<file path="src/rtl/debounce_pkg.sv">
// Shared types and helpers for the push-button debouncer bank.
package debounce_pkg;

  // Per-channel event bundle consumed by the stopwatch control FSM.
  typedef struct packed {
    logic rise;
    logic fall;
    logic long_press;
    logic held;
  } ch_evt_t;

  // 64-bit intermediate so large CLK_FREQ * ms products do not overflow.
  function automatic int unsigned ms_to_cycles(input longint unsigned freq,
                                               input longint unsigned ms);
    longint unsigned cyc;
    cyc = (freq * ms) / 64'd1000;
    return 32'(cyc);
  endfunction

endpackage

</file>
<file path="src/rtl/debounce_channel.sv">
// One debouncer channel: 2-flop synchroniser, stability counter and, when
// DEBOUNCE_LONG_PRESS_EN is defined, a saturating hold counter.
module debounce_channel
  import debounce_pkg::*;
#(
  parameter int unsigned STABLE_CYCLES = 4,
  parameter int unsigned LONG_CYCLES   = 10
) (
  input  logic    clk,
  input  logic    reset_n,
  input  logic    b,
  output logic    result,
  output ch_evt_t evt
);

  localparam int unsigned CW = $clog2(STABLE_CYCLES + 1);
  localparam logic [CW-1:0] CNT_LAST = CW'(STABLE_CYCLES - 1);

  logic          s1;
  logic          s2;
  logic [CW-1:0] cnt;
  logic          rise_q;
  logic          fall_q;
  logic          long_q;
  logic          held_q;
  logic          accept_c;

  assign accept_c = (s2 != result) && (cnt == CNT_LAST);

  // Synchroniser and stability filter; any return to result drops the partial count.
  always_ff @(posedge clk or negedge reset_n) begin
    if (!reset_n) begin
      s1     <= 1'b0;
      s2     <= 1'b0;
      cnt    <= '0;
      result <= 1'b0;
      rise_q <= 1'b0;
      fall_q <= 1'b0;
    end else begin
      s1     <= b;
      s2     <= s1;
      rise_q <= 1'b0;
      fall_q <= 1'b0;
      if (s2 == result) begin
        cnt <= '0;
      end else if (accept_c) begin
        result <= s2;
        cnt    <= '0;
        rise_q <= s2;
        fall_q <= ~s2;
      end else begin
        cnt <= cnt + CW'(1);
      end
    end
  end

`ifdef DEBOUNCE_LONG_PRESS_EN
  localparam int unsigned HW = $clog2(LONG_CYCLES + 1);
  localparam logic [HW-1:0] HCNT_MAX  = HW'(LONG_CYCLES);
  localparam logic [HW-1:0] HCNT_LAST = HW'(LONG_CYCLES - 1);

  logic [HW-1:0] hcnt;
  logic          long_hit_c;

  // A release accepted on the very edge the hold completes wins over the long press.
  assign long_hit_c = result && !accept_c && (hcnt == HCNT_LAST);

  always_ff @(posedge clk or negedge reset_n) begin
    if (!reset_n) begin
      hcnt   <= '0;
      long_q <= 1'b0;
      held_q <= 1'b0;
    end else begin
      long_q <= long_hit_c;
      if (!result) begin
        hcnt <= '0;
      end else if (hcnt != HCNT_MAX) begin
        hcnt <= hcnt + HW'(1);
      end
      if (accept_c && result) begin
        held_q <= 1'b0;
      end else if (long_hit_c) begin
        held_q <= 1'b1;
      end
    end
  end
`else
  // Hold length only matters when the long-press logic is built.
  if (LONG_CYCLES == 0) begin : g_long_unused
  end

  assign long_q = 1'b0;
  assign held_q = 1'b0;
`endif

  assign evt = '{rise: rise_q, fall: fall_q, long_press: long_q, held: held_q};

endmodule

</file>
<file path="src/rtl/debounce_bank.sv">
// N-channel push-button debouncer bank with press/release pulses.
// Define DEBOUNCE_LONG_PRESS_EN to build long-press pulse and held level.
module debounce_bank
  import debounce_pkg::*;
#(
  parameter int unsigned     N_CH      = 4,
  parameter int unsigned     CLK_FREQ  = 25_000_000,
  parameter int unsigned     STABLE_MS = 10,
  parameter int unsigned     LONG_MS   = 1000,
  parameter logic [N_CH-1:0] INVERT    = '0
) (
  input  logic            clk,
  input  logic            reset_n,
  input  logic [N_CH-1:0] button,
  output logic [N_CH-1:0] result,
  output logic [N_CH-1:0] rise_p,
  output logic [N_CH-1:0] fall_p,
  output logic [N_CH-1:0] long_p,
  output logic [N_CH-1:0] held
);

  localparam int unsigned STABLE_CYCLES = ms_to_cycles(64'(CLK_FREQ), 64'(STABLE_MS));
  localparam int unsigned LONG_CYCLES   = ms_to_cycles(64'(CLK_FREQ), 64'(LONG_MS));

  if (STABLE_CYCLES < 1) begin : g_bad_stable
    $error("debounce_bank: STABLE_CYCLES must be at least 1");
  end

`ifdef DEBOUNCE_LONG_PRESS_EN
  if (LONG_CYCLES < 1 || LONG_CYCLES <= STABLE_CYCLES) begin : g_bad_long
    $error("debounce_bank: LONG_CYCLES must be at least 1 and exceed STABLE_CYCLES");
  end
`endif

  // Move every channel into logical space (1 = pressed) before synchronising.
  logic [N_CH-1:0] b_c;
  assign b_c = button ^ INVERT;

  for (genvar i = 0; i < N_CH; i++) begin : g_ch
    ch_evt_t evt;

    debounce_channel #(
      .STABLE_CYCLES(STABLE_CYCLES),
      .LONG_CYCLES  (LONG_CYCLES)
    ) u_ch (
      .clk    (clk),
      .reset_n(reset_n),
      .b      (b_c[i]),
      .result (result[i]),
      .evt    (evt)
    );

    assign rise_p[i] = evt.rise;
    assign fall_p[i] = evt.fall;
    assign long_p[i] = evt.long_press;
    assign held[i]   = evt.held;
  end

endmodule

</file>
<file path="config.mk">
export PLATFORM = sky130hd
export DESIGN_NAME = debounce_bank
export DESIGN_NICKNAME = d
export VERILOG_FILES = /design/src/rtl/debounce_pkg.sv /design/src/rtl/debounce_channel.sv /design/src/rtl/debounce_bank.sv
export SDC_FILE = /design/constraint.sdc
export NUM_CORES = 1
export LEC_CHECK = 0
export CORE_MARGIN = 3
export CORE_UTILIZATION = 57
export CTS_CLUSTER_DIAMETER = 80
export DETAILED_ROUTE_END_ITERATION = 7
export PLACE_DENSITY = 0.83
export SETUP_SLACK_MARGIN = 0.5
export SYNTH_ARGS = -nofsm -noshare
export SYNTH_HDL_FRONTEND = slang
export SYNTH_SLANG_ARGS = --single-unit
</file>
<file path="constraint.sdc">
create_clock -name clk -period 2.14 [get_ports clk]
set_input_delay 0.214 -clock clk [delete_from_list [all_inputs] [get_ports clk]]
set_output_delay 0.214 -clock clk [all_outputs]
set_load 0.01 [all_outputs]
</file>
==> results of run 1 <==
## cell usage in the layout (no fill, tap or decap), drive strengths merged, types with 2 or more instances in the layout
cell type	Yosys	final
dfrtp	92	92
and3	8	8
conb	1	8
nand2	16	16
or4	2	2
nor3b	11	11
nor4	21	21
nor3	18	18
nand3	25	25
nor2b	7	7
inv	11	13
nor2	70	70
mux2i	3	3
nand4	28	28
ha	4	4
clkbuf	5	11
clkdlybuf4s50	0	16
buf	21	41
mux2	4	4
o21ai	7	7
clkinv	0	2
xnor2	47	47
xor2	17	17
and4	5	5
## registers in the layout, summed over array words and instances (netlist names)
signal,flops
g_ch.u_ch.fall_q,4
g_ch.u_ch.rise_q,4
g_ch.u_ch.s2,4
g_ch.u_ch.result,4
g_ch.u_ch.cnt,72
g_ch.u_ch.s1,4
## cell usage after synthesis
cell type / instances
sky130_fd_sc_hd__mux2i_1: 3
sky130_fd_sc_hd__and3_1: 8
sky130_fd_sc_hd__o41ai_4: 1
sky130_fd_sc_hd__buf_2: 1
sky130_fd_sc_hd__and2_1: 1
sky130_fd_sc_hd__nand3_1: 25
sky130_fd_sc_hd__or3_1: 1
sky130_fd_sc_hd__o21ai_0: 4
sky130_fd_sc_hd__or2_2: 1
sky130_fd_sc_hd__dfrtp_1: 92
sky130_fd_sc_hd__nor3_1: 18
sky130_fd_sc_hd__and4_1: 5
sky130_fd_sc_hd__ha_1: 4
sky130_fd_sc_hd__mux2_2: 3
sky130_fd_sc_hd__nor4b_1: 1
sky130_fd_sc_hd__conb_1: 1
sky130_fd_sc_hd__clkbuf_1: 5
sky130_fd_sc_hd__o21ai_1: 3
sky130_fd_sc_hd__nor2_1: 70
sky130_fd_sc_hd__a21oi_1: 1
sky130_fd_sc_hd__buf_4: 20
sky130_fd_sc_hd__xnor2_1: 47
sky130_fd_sc_hd__inv_1: 11
sky130_fd_sc_hd__or4_4: 2
sky130_fd_sc_hd__nand4_2: 1
sky130_fd_sc_hd__xor2_1: 17
sky130_fd_sc_hd__nor3b_1: 11
sky130_fd_sc_hd__nand2_1: 16
sky130_fd_sc_hd__nor4_1: 21
sky130_fd_sc_hd__nand4_1: 27
sky130_fd_sc_hd__nor2b_1: 7
sky130_fd_sc_hd__mux2_4: 1
## power by group through the flow
stage | Sequential, mW | Clock, mW | Combinational, mW
global placement | 1.82 | 0 | 0.119
global route | 1.80 | 1.20 | 0.177
detailed placement | 1.82 | 0 | 0.122
floorplan | 1.82 | 0 | 0.0650
finish | 1.79 | 1.09 | 0.157
CTS | 1.79 | 1.13 | 0.132
## critical path, stage by stage (launching register included)
cell and delay, ns:
sky130_fd_sc_hd__dfrtp_2 0.45, sky130_fd_sc_hd__nor4_2 0.28, sky130_fd_sc_hd__nand4_1 0.18, sky130_fd_sc_hd__or4_4 0.48, sky130_fd_sc_hd__mux2_4 0.31
## how the worst max path moves through the flow
stage / from / to / slack, ns / depth (start not counted)
4_1_cts: g_ch[2].u_ch.cnt[5] / g_ch[2].u_ch.result / 0.41 / 4
6_report: g_ch[2].u_ch.cnt[5] / g_ch[2].u_ch.result / 0.34 / 4
2_1_floorplan: g_ch[2].u_ch.cnt[5] / g_ch[2].u_ch.result / 0.39 / 4
3_5_place_dp: g_ch[2].u_ch.cnt[5] / g_ch[2].u_ch.result / 0.29 / 4
3_3_place_gp: g_ch[2].u_ch.cnt[5] / g_ch[2].u_ch.result / 0.32 / 4
5_1_grt: g_ch[2].u_ch.cnt[5] / g_ch[2].u_ch.result / 0.30 / 4
## kinds of logic (layout without fill, tap and decap cells)
logic type	after synthesis	in the layout	synth area share (%)
adders and majority gates	4	4	1.14
AOI/OAI and AO/OA	9	9	1.54
other	1	8	0.0852
DFF	92	92	52.3
muxes	7	7	1.79
xor gates and xnor gates	64	64	12.7
and+or+nand+nor	215	215	25.5
buffers and inverters	37	85	4.89
## layer usage
| layer | vias up | global-route usage, % | routed length [um] |
|---|---|---|---|
| li1 | 1553 | - | - |
| met1 | 1600 | 25.0 | 3710 |
| met2 | 95 | 34.3 | 4570 |
| met3 | 14 | 6.09 | 405 |
| met4 | 0 | 6.74 | 165 |
| met5 | - | 0 | 0 |
## layout make-up
class	count	area, um2
flip-flops and latches	92	2310
multi-input cells	307	2150
fillers	485	2040
repair buffers	58	502
clock buffers	11	151
well taps	99	124
clock inverters	5	42.5
inverters	11	41.3
## what timing repair did
action,in CTS,in global routing
gates cloned,1,0
setup endpoints to repair,40,69
hold buffers,1,0
hold endpoints to repair,44,0
buffers inserted,12,16
gates resized for setup,13,48
pin swaps,13,15
==> Flow_metrics.wiki, run 1 <==
{| class="wikitable"
! Metric !! Value
|-
| Status || completed
|-
| Power share of the combinational group || under 10%
|-
| Detailed-placement wirelength estimate || about 5400 um
|-
| Power share of the sequential group || 59.0%
|-
| Maximum clock rate || approximately 0.55 GHz
|-
| Non-filler instance count after layout || around 580
|-
| Overall track demand over capacity in global routing || 20.3%
|-
| Post-route clock skew || between 0.01 and 0.015 ns
|-
| Leak || between 2 and 2.5 nW
|-
| Gate count of the mapped netlist || roughly 430
|-
| Distinct cells, synth || 32
|-
| Via-to-Cell Ratio || 5.60
|-
| Clock root buffer master || sky130_fd_sc_hd__clkbuf_8
|-
| Later-pin clock latency in the skew report || about 0.34 ns
|-
| Total overflow reported by the global router || 0
|-
| Antenna violations before repair || 0
|-
| Power per cell area || between 500 and 600 nW/um2
|-
| Largest area contributor in the synthesized netlist || sky130_fd_sc_hd__dfrtp_1
|-
| Transition time of the tightest slew-check pin || 0.567 ns
|-
| Number of pins with negative max-slew slack in the final report || 0
|-
| Shortest clock period the worst path allows after layout || around 1.8 ns
|-
| Fraction of synthesized cell area taken by the top area cell type || a little over half
|-
| Worst hold slack || about 0.30 ns
|-
| Cell area after placement || ~4600 um2
|-
| WHS Endpoint || g_ch[3].u_ch.s1
|-
| Starting density of the core || about three fifths
|-
| Final Hold Violating Endpoints || 0
|-
| I/O pin total || 26
|-
| Data required, critical path || approximately 2.4 ns
|-
| Peak fanout along the critical path || 4
|-
| Post-placement worst setup slack || roughly 0.29 ns
|-
| Number of port buffers || 17
|-
| Crit. End Element || register
|-
| Starting DRT DRC Count || roughly 170
|-
| Proportion of synthesized chip area in sequential cells || about 52%
|-
| Core Util, Final || between 70% and 80%
|-
| Power share of the clock group || 35.9%
|-
| Final setup fails || 0
|-
| Hold crit path type || in2reg
|-
| Internal reg-to-reg setup slack || ~0.34 ns
|-
| Wirelength, routed || 8860 um
|-
| Row count || 31
|-
| Clock Path Buffers || 2
|-
| Cell Int Power || 2.33 mW
|-
| Peak supply drop || 0.534 mV
|-
| Syn avg cell area || just over 10 um2
|-
| Final routed DRC violation total || 0
|-
| First-pass GRT wire length || roughly 14000 um
|-
| TritonCTS clock tree || done
|-
| Number of diodes added for antenna fixing || 0
|-
| Chip Height || around 94 um
|-
| Number of max-cap violations || 0
|-
| Area added between synthesis and finish || 21.0%
|-
| Post-route cell area || ~5300 um2
|-
| Reg-to-reg startpoint || g_ch[2].u_ch.cnt[5]
|-
| Net load switching power || 0.711 mW
|-
| Yosys warning total || 0
|-
| Placer's final routability congestion estimate || about 0.82
|-
| Wire length per cell after detailed routing || 15.2 um
|-
| CTS H-tree lvls || 3
|-
| Switching power share of the total || about a quarter
|-
| #FFs+latches synth || 92
|-
| Number of detailed-route iterations in the first pass || 4
|-
| Cell total after placement || 537
|-
| Maximum number of pins on one net before global-route repair || 47
|-
| Die Area || between 8000 and 9000 um2
|-
| Width of the die || 93.9 um
|-
| Layout cells sized above 1 || between 20% and 30%
|-
| Critical path startpoint category || register
|-
| Vias in the first global route || around 3.2k
|-
| Final Cycle Share || a little over four fifths
|-
| Number of buffers created by CTS || 9
|-
| Top area cells in the synthesized netlist || sky130_fd_sc_hd__dfrtp_1 (52%), sky130_fd_sc_hd__xnor2_1 (9.4%), sky130_fd_sc_hd__nor2_1 (6.0%)
|-
| Core area || approximately 7400 um2
|-
| Endpoint of the worst register-to-register path || g_ch[2].u_ch.result
|-
| R2R cell count || 4
|-
| Total number of clock tree sinks || slightly above 90
|-
| Rel. slew slack || around 62%
|-
| Clock input transition at the sequential cells of the worst setup and hold paths || ~0.09 ns
|-
| Instance count along the most critical hold path || 1
|-
| Total power of the final layout || between 3 and 4 mW
|-
| Total via count after detailed routing || between 3k and 4k
|-
| Net count of the finished layout || about 490
|-
| Post-synthesis instance area || ~4400 um2
|-
| Post-route setup TNS || 0 ns
|-
| Number of nets still failing antenna checks after routing || 0
|-
| Arr. time, crit path || between 2 and 2.5 ns
|-
| Setup repair after global routing missed its margin || yes
|-
| Min-Delay Startpoint || button[3]
|-
| Worst setup slack after layout || between 0.3 and 0.4 ns
|-
| Crit path kind || reg2reg
|}
Note: power is estimated with default switching activity, not from simulation.
==> run 2: changes to the inputs <==
==> constraint.sdc (replaced) <==
create_clock -name clk -period 1.9 [get_ports clk]
set_input_delay 0.19 -clock clk [delete_from_list [all_inputs] [get_ports clk]]
set_output_delay 0.19 -clock clk [all_outputs]
set_load 0.01 [all_outputs]
==> run 2 against run 1 <==
- worst setup slack got worse by 0.22 ns
- highest routed layer unchanged
- critical path type unchanged
- global-route usage rose by 6.8 points
- design area rose by 19%
- non-clock buffer count rose by 56
- register-to-register slack got worse by 0.22 ns
- critical endpoint is now g_ch[2].u_ch.cnt[5]
- cell count rose by 9.6%
- via count rose by 21%
- utilization rose by 14 points
- clock power rose by 25%
- sequential power rose by 13%
- hold slack got worse by 0.044 ns
- clock-buffer cell count rose by 1
==> Flow_metrics.wiki, run 2 (same netlist as run 1, synthesis figures left out) <==
{| class="wikitable"
! Metric !! Value
|-
| Power share of the combinational group || 7.0% (+1.8 points)
|-
| TritonCTS clock tree || done
|-
| Worst hold slack || 0.252 ns (-0.0444 ns)
|-
| Total number of clock tree sinks || 92 (unchanged)
|-
| Multi-input gate area || 2660 um2 (+23%)
|-
| Number of flip-flops in the largest register || 72 (unchanged)
|-
| Clock root buffer master || sky130_fd_sc_hd__clkbuf_8
|-
| R2R cell count || 7 (+3)
|-
| Number of pins with negative max-slew slack in the final report || 0 (unchanged)
|-
| Peak supply drop || 1.00 mV (+88%)
|-
| Endpoint of the worst register-to-register path || g_ch[2].u_ch.cnt[5]
|-
| Number of diodes added for antenna fixing || 0 (unchanged)
|-
| Leak || 2.67 nW (+25%)
|-
| Layout filler cell count || 318 (-34%)
|-
| Core area || 7370 um2 (unchanged)
|-
| Final setup fails || 0 (unchanged)
|-
| Starting density of the core || 59.7% (unchanged)
|-
| Power share of the clock group || 37.4% (+1.5 points)
|-
| Launch point of the worst path || g_ch[2].u_ch.cnt[13]
|-
| Starting DRT DRC Count || 276 (+59%)
|-
| Crit. End Element || register
|-
| Number of detailed-route iterations in the first pass || 5 (+1)
|-
| Vias in the first global route || 3756 (+19%)
|-
| Crit path kind || reg2reg
|-
| Final Cycle Share || 93.8% (+9.5 points)
|-
| Reg-to-reg startpoint || g_ch[2].u_ch.cnt[13]
|-
| Total overflow reported by the global router || 0 (unchanged)
|-
| Cell Int Power || 2.75 mW (+18%)
|-
| Hold crit path type || in2reg
|-
| Most flop-heavy register || g_ch.u_ch.cnt
|-
| Status || completed
|-
| Maximum clock rate || 0.561 GHz (+1.3%)
|-
| Most frequent standard cell in the layout excluding fill and tap cells || sky130_fd_sc_hd__buf_4
|-
| Clock input transition at the sequential cells of the worst setup and hold paths || 0.09 ns (about the same)
|-
| Clock Path Buffers || 2 (unchanged)
|-
| Number of port buffers || 17 (unchanged)
|-
| Switching power share of the total || 24.5% (+1.1 points)
|-
| Number of max-cap violations || 0 (unchanged)
|-
| Layout cells sized above 1 || 48.0% (+25 points)
|-
| Chip Height || 93.9 um (unchanged)
|-
| Final routed DRC violation total || 0 (unchanged)
|-
| Area added between synthesis and finish || 44.0%
|-
| Width of the die || 93.9 um (unchanged)
|-
| Power share of the sequential group || 55.6% (-3.4 points)
|-
| Total via count after detailed routing || 3961 (+21%)
|-
| Power per cell area || 575 nW/um2 (+0.71%)
|-
| Die Area || 8810 um2 (unchanged)
|-
| Commonest cells after routing, fill and taps aside || sky130_fd_sc_hd__buf_4 (72), sky130_fd_sc_hd__dfrtp_1 (68), sky130_fd_sc_hd__xnor2_1 (40), sky130_fd_sc_hd__nor2_2 (35), sky130_fd_sc_hd__nand4_1 (27)
|-
| Net load switching power || 0.894 mW (+26%)
|-
| Setup repair after global routing missed its margin || yes
|-
| Peak fanout along the critical path || 8 (+4)
|-
| Row count || 31 (unchanged)
|-
| CTS H-tree lvls || 3 (unchanged)
|-
| Data required, critical path || 2.15 ns (-0.23 ns)
|-
| Overall track demand over capacity in global routing || 27.2% (+6.8 points)
|-
| Storage element area || 2330 um2 (+0.87%)
|-
| Final Hold Violating Endpoints || 0 (unchanged)
|-
| Via-to-Cell Ratio || 6.20 (+11%)
|-
| I/O pin total || 26 (unchanged)
|-
| Internal reg-to-reg setup slack || 0.12 ns (-0.22 ns)
|-
| Post-route clock skew || 0.0138 ns (+0.00356 ns)
|-
| Number of nets still failing antenna checks after routing || 0 (unchanged)
|-
| First-pass GRT wire length || 18700 um (+32%)
|-
| Detailed-placement wirelength estimate || 5670 um (+4.2%)
|-
| Number of buffers created by CTS || 9 (unchanged)
|-
| Critical path startpoint category || register
|-
| Later-pin clock latency in the skew report || 0.37 ns (+0.03 ns)
|-
| End point of the critical path || g_ch[2].u_ch.cnt[5]
|-
| Post-route setup TNS || 0 ns (unchanged)
|-
| Wirelength, routed || 13800 um (+56%)
|-
| Placer's final routability congestion estimate || 0.846 (+3.3%)
|-
| Antenna violations before repair || 0 (unchanged)
|-
| Net count of the finished layout || 545 (+11%)
|-
| Maximum number of pins on one net before global-route repair || 45 (-4.3%)
|-
| Wire length per cell after detailed routing || 21.6 um (+42%)
|-
| Arr. time, crit path || 2.03 ns (about the same)
|-
| Shortest clock period the worst path allows after layout || 1.78 ns (-0.0223 ns)
|}
[run 2: cell count changes in the layout (fill, tap and decap cells not counted), moves of 10 or more]
cell,previous run,this run
sky130_fd_sc_hd__nor2_1,57,25
sky130_fd_sc_hd__dfrtp_2,8,24
sky130_fd_sc_hd__dfrtp_1,84,68
sky130_fd_sc_hd__buf_6,3,23
sky130_fd_sc_hd__buf_4,37,72
sky130_fd_sc_hd__nor2_2,9,35
sky130_fd_sc_hd__clkdlybuf4s50_1,16,5
sky130_fd_sc_hd__dlygate4sd2_1,0,10
[run 2: routing by layer]
metal	part of all wire (%)	GRT usage (%)
met1	37	33.3
met4	2.8	11.3
met2	53	47.8
met5	0	0
met3	6.7	4.09
[run 2: cell type report]
| cell class | count | share of cell area, % |
|---|---|---|
| multi-input combinational | 307 | 42.0 |
| clock buffer | 12 | 2.29 |
| inverter | 11 | 0.652 |
| clock inverter | 4 | 0.770 |
| timing repair buffer | 114 | 15.5 |
| tap | 99 | 1.96 |
| sequential | 92 | 36.8 |
[run 2: power by group through the flow]
stage          Clock [mW]  Combinational (mW)  Sequential, mW
2_1_floorplan           0              0.0821            2.05
3_3_place_gp            0               0.142            2.05
3_5_place_dp            0               0.143            2.06
4_1_cts              1.32               0.204            2.02
5_1_grt              1.45               0.270            2.03
6_report             1.36               0.254            2.03
[run 2: how the worst min path moves through the flow]
stage | depth (start not counted) | startpoint | to | slack (ns)
floorplan | 0 | reset_n | g_ch[0].u_ch.cnt[0] | -0.11
global placement | 1 | reset_n | g_ch[3].u_ch.cnt[11] | 0.16
detailed placement | 1 | reset_n | g_ch[3].u_ch.cnt[11] | 0.17
CTS | 1 | button[2] | g_ch[2].u_ch.s1 | 0.26
global route | 1 | button[2] | g_ch[2].u_ch.s1 | 0.25
finish | 1 | button[2] | g_ch[2].u_ch.s1 | 0.25
[run 2: stage by stage]
stage / util, % / cell area (um2) / std cells / total power, mW / setup WS (ns)
2_1_floorplan: - / 4540 / 436 / 2.13 / 0.153
3_3_place_gp: 64.4 / 4750 / 541 / 2.19 / 0.161
3_5_place_dp: 64.4 / 4750 / 541 / 2.20 / 0.0878
4_1_cts: 77.9 / 5740 / 607 / 3.54 / 0.161
5_1_grt: 85.9 / 6330 / 639 / 3.75 / 0.0631
6_report: 85.9 / 6330 / 639 / 3.64 / 0.118
[run 2: timing repair]
item	4_1_cts	5_1_grt
setup buffers	47	31
cloned	2	1
resized for setup	113	83
hold endpoints to repair	32	0
hold buffers	1	0
setup endpoints to repair	94	86
pin swaps	51	42
[run 2: critical path: stages (launching register included)]
cell	delay (ns)
sky130_fd_sc_hd__dfrtp_2	0.43
sky130_fd_sc_hd__nor4_2	0.28
sky130_fd_sc_hd__nand4_1	0.17
sky130_fd_sc_hd__buf_4	0.18
sky130_fd_sc_hd__o41ai_4	0.19
sky130_fd_sc_hd__buf_4	0.18
sky130_fd_sc_hd__buf_6	0.15
sky130_fd_sc_hd__nor2_1	0.07
==> run 3: changes to the inputs <==
--- a/config.mk
+++ b/config.mk
@@ -5,11 +5,12 @@
 export SDC_FILE = /design/constraint.sdc
 export NUM_CORES = 1
 export LEC_CHECK = 0
-export CORE_MARGIN = 3
-export CORE_UTILIZATION = 57
+export CELL_PAD_IN_SITES_DETAIL_PLACEMENT = 1
+export CELL_PAD_IN_SITES_GLOBAL_PLACEMENT = 1
+export CORE_UTILIZATION = 47
 export CTS_CLUSTER_DIAMETER = 80
 export DETAILED_ROUTE_END_ITERATION = 7
-export PLACE_DENSITY = 0.83
+export PLACE_DENSITY = 0.85
 export SETUP_SLACK_MARGIN = 0.5
 export SYNTH_ARGS = -nofsm -noshare
 export SYNTH_HDL_FRONTEND = slang
==> run 3 against run 2 <==
- the run now fails in global routing
- synthesized area stayed put
- synthesized cell count stayed put
==> Flow_metrics.wiki, run 3 <==
{| class="wikitable"
! Metric !! Value
|-
| Starting density of the core || 49.5% (-10 points)
|-
| Dominant combinational cell family by area after synthesis || simple AND/OR/NAND/NOR gates
|-
| Clock Path Buffers || 2 (unchanged)
|-
| Fraction of synthesized cell area taken by the top area cell type || 52.3% (unchanged)
|-
| Top area cells in the synthesized netlist || sky130_fd_sc_hd__dfrtp_1 (52%), sky130_fd_sc_hd__xnor2_1 (9.4%), sky130_fd_sc_hd__nor2_1 (6.0%)
|-
| Top-count cell post-synth || sky130_fd_sc_hd__dfrtp_1
|-
| Stage where the flow stopped || global routing
|-
| Post-synthesis compound-gate area fraction || 1.54% (unchanged)
|-
| First error || [ERROR DPL-0033] detailed placement checks failed during check placement.
|-
| Kind of pin the worst path terminates on || register data pin
|-
| Chip Height || 98.7 um (+5.2%)
|-
| Clock root buffer master || sky130_fd_sc_hd__clkbuf_8
|-
| Placer's final routability congestion estimate || 0.801 (-5.4%)
|-
| Fraction of registers with async set or reset after synthesis || 100% (unchanged)
|-
| Detailed-placement wirelength estimate || 6980 um (+23%)
|-
| Maximum number of pins on one net before global-route repair || 46
|-
| Post-synthesis instance area || 4400 um2 (unchanged)
|-
| Gate count of the mapped netlist || 429 (unchanged)
|-
| Post-synthesis mux area share || 1.79% (unchanged)
|-
| XOR/XNOR Fraction of Synth Area || 12.7% (unchanged)
|-
| Total number of clock tree sinks || 92 (unchanged)
|-
| Yosys warning total || 0 (unchanged)
|-
| Post-synth EDFFs || 0 (unchanged)
|-
| Prevailing post-synth register cell || sky130_fd_sc_hd__dfrtp_1
|-
| Row count || 34 (+9.7%)
|-
| Width of the die || 98.7 um (+5.2%)
|-
| Worst setup endpoint after the global-route repair_timing || g_ch[2].u_ch.result$_DFFE_PN0P_/D
|-
| Most common library cells after synthesis || sky130_fd_sc_hd__dfrtp_1 (92), sky130_fd_sc_hd__nor2_1 (70), sky130_fd_sc_hd__xnor2_1 (47)
|-
| Proportion of synthesized chip area in sequential cells || 52.3% (unchanged)
|-
| Antenna violations before repair || 0
|-
| Adder-cell share of the synthesized area || 1.14% (unchanged)
|-
| Status || aborted with a tool error
|-
| Largest area contributor in the synthesized netlist || sky130_fd_sc_hd__dfrtp_1
|-
| Simple-Gate Fraction of Synth Area || 25.5% (unchanged)
|-
| CTS H-tree lvls || 3 (unchanged)
|-
| Number of buffers created by CTS || 9 (unchanged)
|-
| Syn avg cell area || 10.3 um2 (unchanged)
|-
| I/O pin total || 26 (unchanged)
|-
| Distinct cells, synth || 32 (unchanged)
|-
| Number of port buffers || 17 (unchanged)
|-
| #FFs+latches synth || 92 (unchanged)
|}
run 3: cell counts after synthesis:
Identical to the previous run, type by type.
run 3: timing repair:
| item | CTS |
|---|---|
| hold buffers | 1 |
| pin swaps | 54 |
| endpoints found under the setup margin | 96 |
| hold endpoints to repair | 28 |
| buffers inserted | 63 |
| gates resized for setup | 137 |
| cloned | 4 |
run 3: cells by family after synthesis:
kind of cell,after synthesis
buf+inv,37
fa+ha+maj,4
compound gates,9
other cells,1
simple gates,215
xor+xnor,64
flops,92
mux,7
run 3: metrics by stage:
| stage | std cells | setup WS, ns | cell area (um2) |
|---|---|---|---|
| 2_1_floorplan | 436 | 0.153 | 4540 |
| 3_3_place_gp | 549 | 0.120 | 4750 |
| 3_5_place_dp | 549 | 0.0337 | 4750 |
| 4_1_cts | 633 | 0.106 | 5940 |
==> run 4: changes to the inputs <==
==> config.mk (replaced) <==
export PLATFORM = sky130hd
export DESIGN_NAME = debounce_bank
export DESIGN_NICKNAME = d
export VERILOG_FILES = /design/src/rtl/debounce_pkg.sv /design/src/rtl/debounce_channel.sv /design/src/rtl/debounce_bank.sv
export SDC_FILE = /design/constraint.sdc
export NUM_CORES = 1
export LEC_CHECK = 0
export CORE_UTILIZATION = 40
export DETAILED_ROUTE_END_ITERATION = 7
export PLACE_DENSITY_LB_ADDON = 0.15
export SYNTH_ARGS = -nofsm -noshare
export SYNTH_HDL_FRONTEND = slang
export SYNTH_SLANG_ARGS = --single-unit
==> run 4 against run 3 <==
- the flow now finishes without violations
==> Flow_metrics.wiki, run 4 (same netlist as run 1, synthesis figures left out) <==
{| class="wikitable"
! Metric !! Value
|-
| Status || completed
|-
| Post-route cell area || 5000 um2
|-
| Total power of the final layout || about 3.5 mW
|-
| Wire length per cell after detailed routing || ~13 um
|-
| Overall track demand over capacity in global routing || between 10% and 20%
|-
| Setup repair after global routing missed its margin || yes
|-
| Commonest cells after routing, fill and taps aside || sky130_fd_sc_hd__dfrtp_1 (92), sky130_fd_sc_hd__nor2_1 (70), sky130_fd_sc_hd__xnor2_1 (47), sky130_fd_sc_hd__nand4_1 (27), sky130_fd_sc_hd__nand3_1 (25)
|-
| Final setup fails || 0
|-
| Number of detailed-route iterations in the first pass || 4
|-
| Data required, critical path || between 2 and 2.5 ns
|-
| Placer's final routability congestion estimate || 0.755 (-5.7%)
|-
| Crit. End Element || register
|-
| Detailed-placement wirelength estimate || 5390 um (-23%)
|-
| Clock root buffer master || sky130_fd_sc_hd__clkbuf_8
|-
| Area added between synthesis and finish || 13.6%
|-
| Row count || 37 (+8.8%)
|-
| I/O pin total || 26 (unchanged)
|-
| Number of nets still failing antenna checks after routing || 0
|-
| Final Cycle Share || approximately 97%
|-
| Total via count after detailed routing || between 3k and 4k
|-
| Crit path kind || reg2reg
|-
| Number of diodes added for antenna fixing || 0
|-
| Total number of clock tree sinks || 92 (unchanged)
|-
| Starting density of the core || 41.9% (-7.6 points)
|-
| Width of the die || 107 um (+8.2%)
|-
| Wirelength, routed || roughly 7900 um
|-
| TritonCTS clock tree || done
|-
| Starting DRT DRC Count || 108
|-
| Final routed DRC violation total || 0
|-
| First-pass GRT wire length || about 14000 um
|-
| Number of buffers created by CTS || 9 (unchanged)
|-
| Number of max-cap violations || 0
|-
| Met1 GRT Util || between 20% and 30%
|-
| Number of flip-flops in the largest register || 72
|-
| Layout cells sized above 1 || roughly a tenth
|-
| Later-pin clock latency in the skew report || 0.36 ns
|-
| Leak || just over 2 nW
|-
| Number of port buffers || 17 (unchanged)
|-
| Number of pins with negative max-slew slack in the final report || 0
|-
| Arr. time, crit path || between 2 and 2.5 ns
|-
| Shortest clock period the worst path allows after layout || ~1.8 ns
|-
| Final Hold Violating Endpoints || 0
|-
| Clock input transition at the sequential cells of the worst setup and hold paths || 0.09 ns
|-
| Grt met2 use || ~25%
|-
| Most flop-heavy register || g_ch.u_ch.cnt
|-
| Maximum number of pins on one net before global-route repair || 41
|-
| Vias in the first global route || just over 3k
|-
| Antenna violations before repair || 0
|-
| Core area || 10500 um2
|-
| Power per cell area || approximately 700 nW/um2
|-
| Total overflow reported by the global router || 0
|-
| Post-route clock skew || 0.00669 ns
|-
| Critical path startpoint category || register
|-
| Cell area after placement || 4760 um2 (+0.13%)
|-
| Chip Height || 107 um (+8.2%)
|-
| Peak fanout along the critical path || 4
|-
| Clock Path Buffers || 2 (unchanged)
|-
| Net count of the finished layout || 471
|-
| Core Util, Final || between 40% and 50%
|-
| Hold crit path type || in2reg
|-
| Die Area || approximately 11000 um2
|-
| Most frequent standard cell in the layout excluding fill and tap cells || sky130_fd_sc_hd__dfrtp_1
|-
| Via-to-Cell Ratio || a little over 5
|-
| CTS H-tree lvls || 3 (unchanged)
|-
| Most used routing layer in global routing || met2
|-
| Peak supply drop || ~0.40 mV
|-
| Met3 global-route usage || 4.01%
|-
| Maximum clock rate || approximately 0.54 GHz
|-
| Worst hold slack || around 0.26 ns
|}
## run 4: timing repair
| action | 4_1_cts | 5_1_grt |
|---|---|---|
| buffers inserted | 0 | 3 |
| endpoints found under the hold margin | 31 | 0 |
| setup endpoints to repair | 1 | 17 |
| pin swaps | 2 | 5 |
| resized for setup | 0 | 1 |
| hold buffers | 1 | 0 |
## run 4: power by group
part	switching (mW)	leakage (nW)	internal (mW)	total, mW
Sequential	0.0300	1.26	1.99	2.02
Combinational	0.0872	0.666	0.0540	0.141
Clock	0.700	0.0999	0.650	1.35
Total	0.817	2.02	2.69	3.51
## run 4: layout make-up
class	count	area, um2
tap	136	170
multi-input combinational	307	1910
inverter	11	41.3
clock buffer	11	141
clock inverter	5	60.1
fill	955	5510
timing repair buffer	40	368
sequential	92	2300
## run 4: path summary, 6_finish.rpt
path,from,endpoint,slack (ns),cells after the start
min in group asynchronous,reset_n,g_ch[2].u_ch.cnt[7],0.29,2
max,g_ch[2].u_ch.cnt[13],g_ch[2].u_ch.result,0.06,4
min reg2reg,g_ch[0].u_ch.s1,g_ch[0].u_ch.s2,0.35,0
max reg2reg,g_ch[2].u_ch.cnt[13],g_ch[2].u_ch.result,0.06,4
max in group asynchronous,reset_n,g_ch[0].u_ch.cnt[8],0.97,3
min,button[0],g_ch[0].u_ch.s1,0.26,1
## run 4: routing by layer
layer / up-vias / share of wire, %
met5: - / 0
met4: 0 / 1.1
met3: 8 / 3.4
met2: 53 / 47
met1: 1497 / 49
li1: 1517 / -
## run 4: through the flow
step | worst slack [ns] | TNS (ns) | std cells
after floorplan | 0.0282 | 0 | 436
after global placement | 0.0187 | 0 | 582
after detailed placement | -0.00446 | -0.00446 | 582
after CTS | 0.0152 | 0 | 599
after global routing | -0.0367 | -0.0367 | 602
final | 0.0640 | 0 | 602
## run 4: critical path, stage by stage, from the launching register on
cell and delay (ns):
sky130_fd_sc_hd__dfrtp_1 0.40, sky130_fd_sc_hd__nor4_2 0.27, sky130_fd_sc_hd__nand4_1 0.16, sky130_fd_sc_hd__or4_4 0.59, sky130_fd_sc_hd__mux2_4 0.31
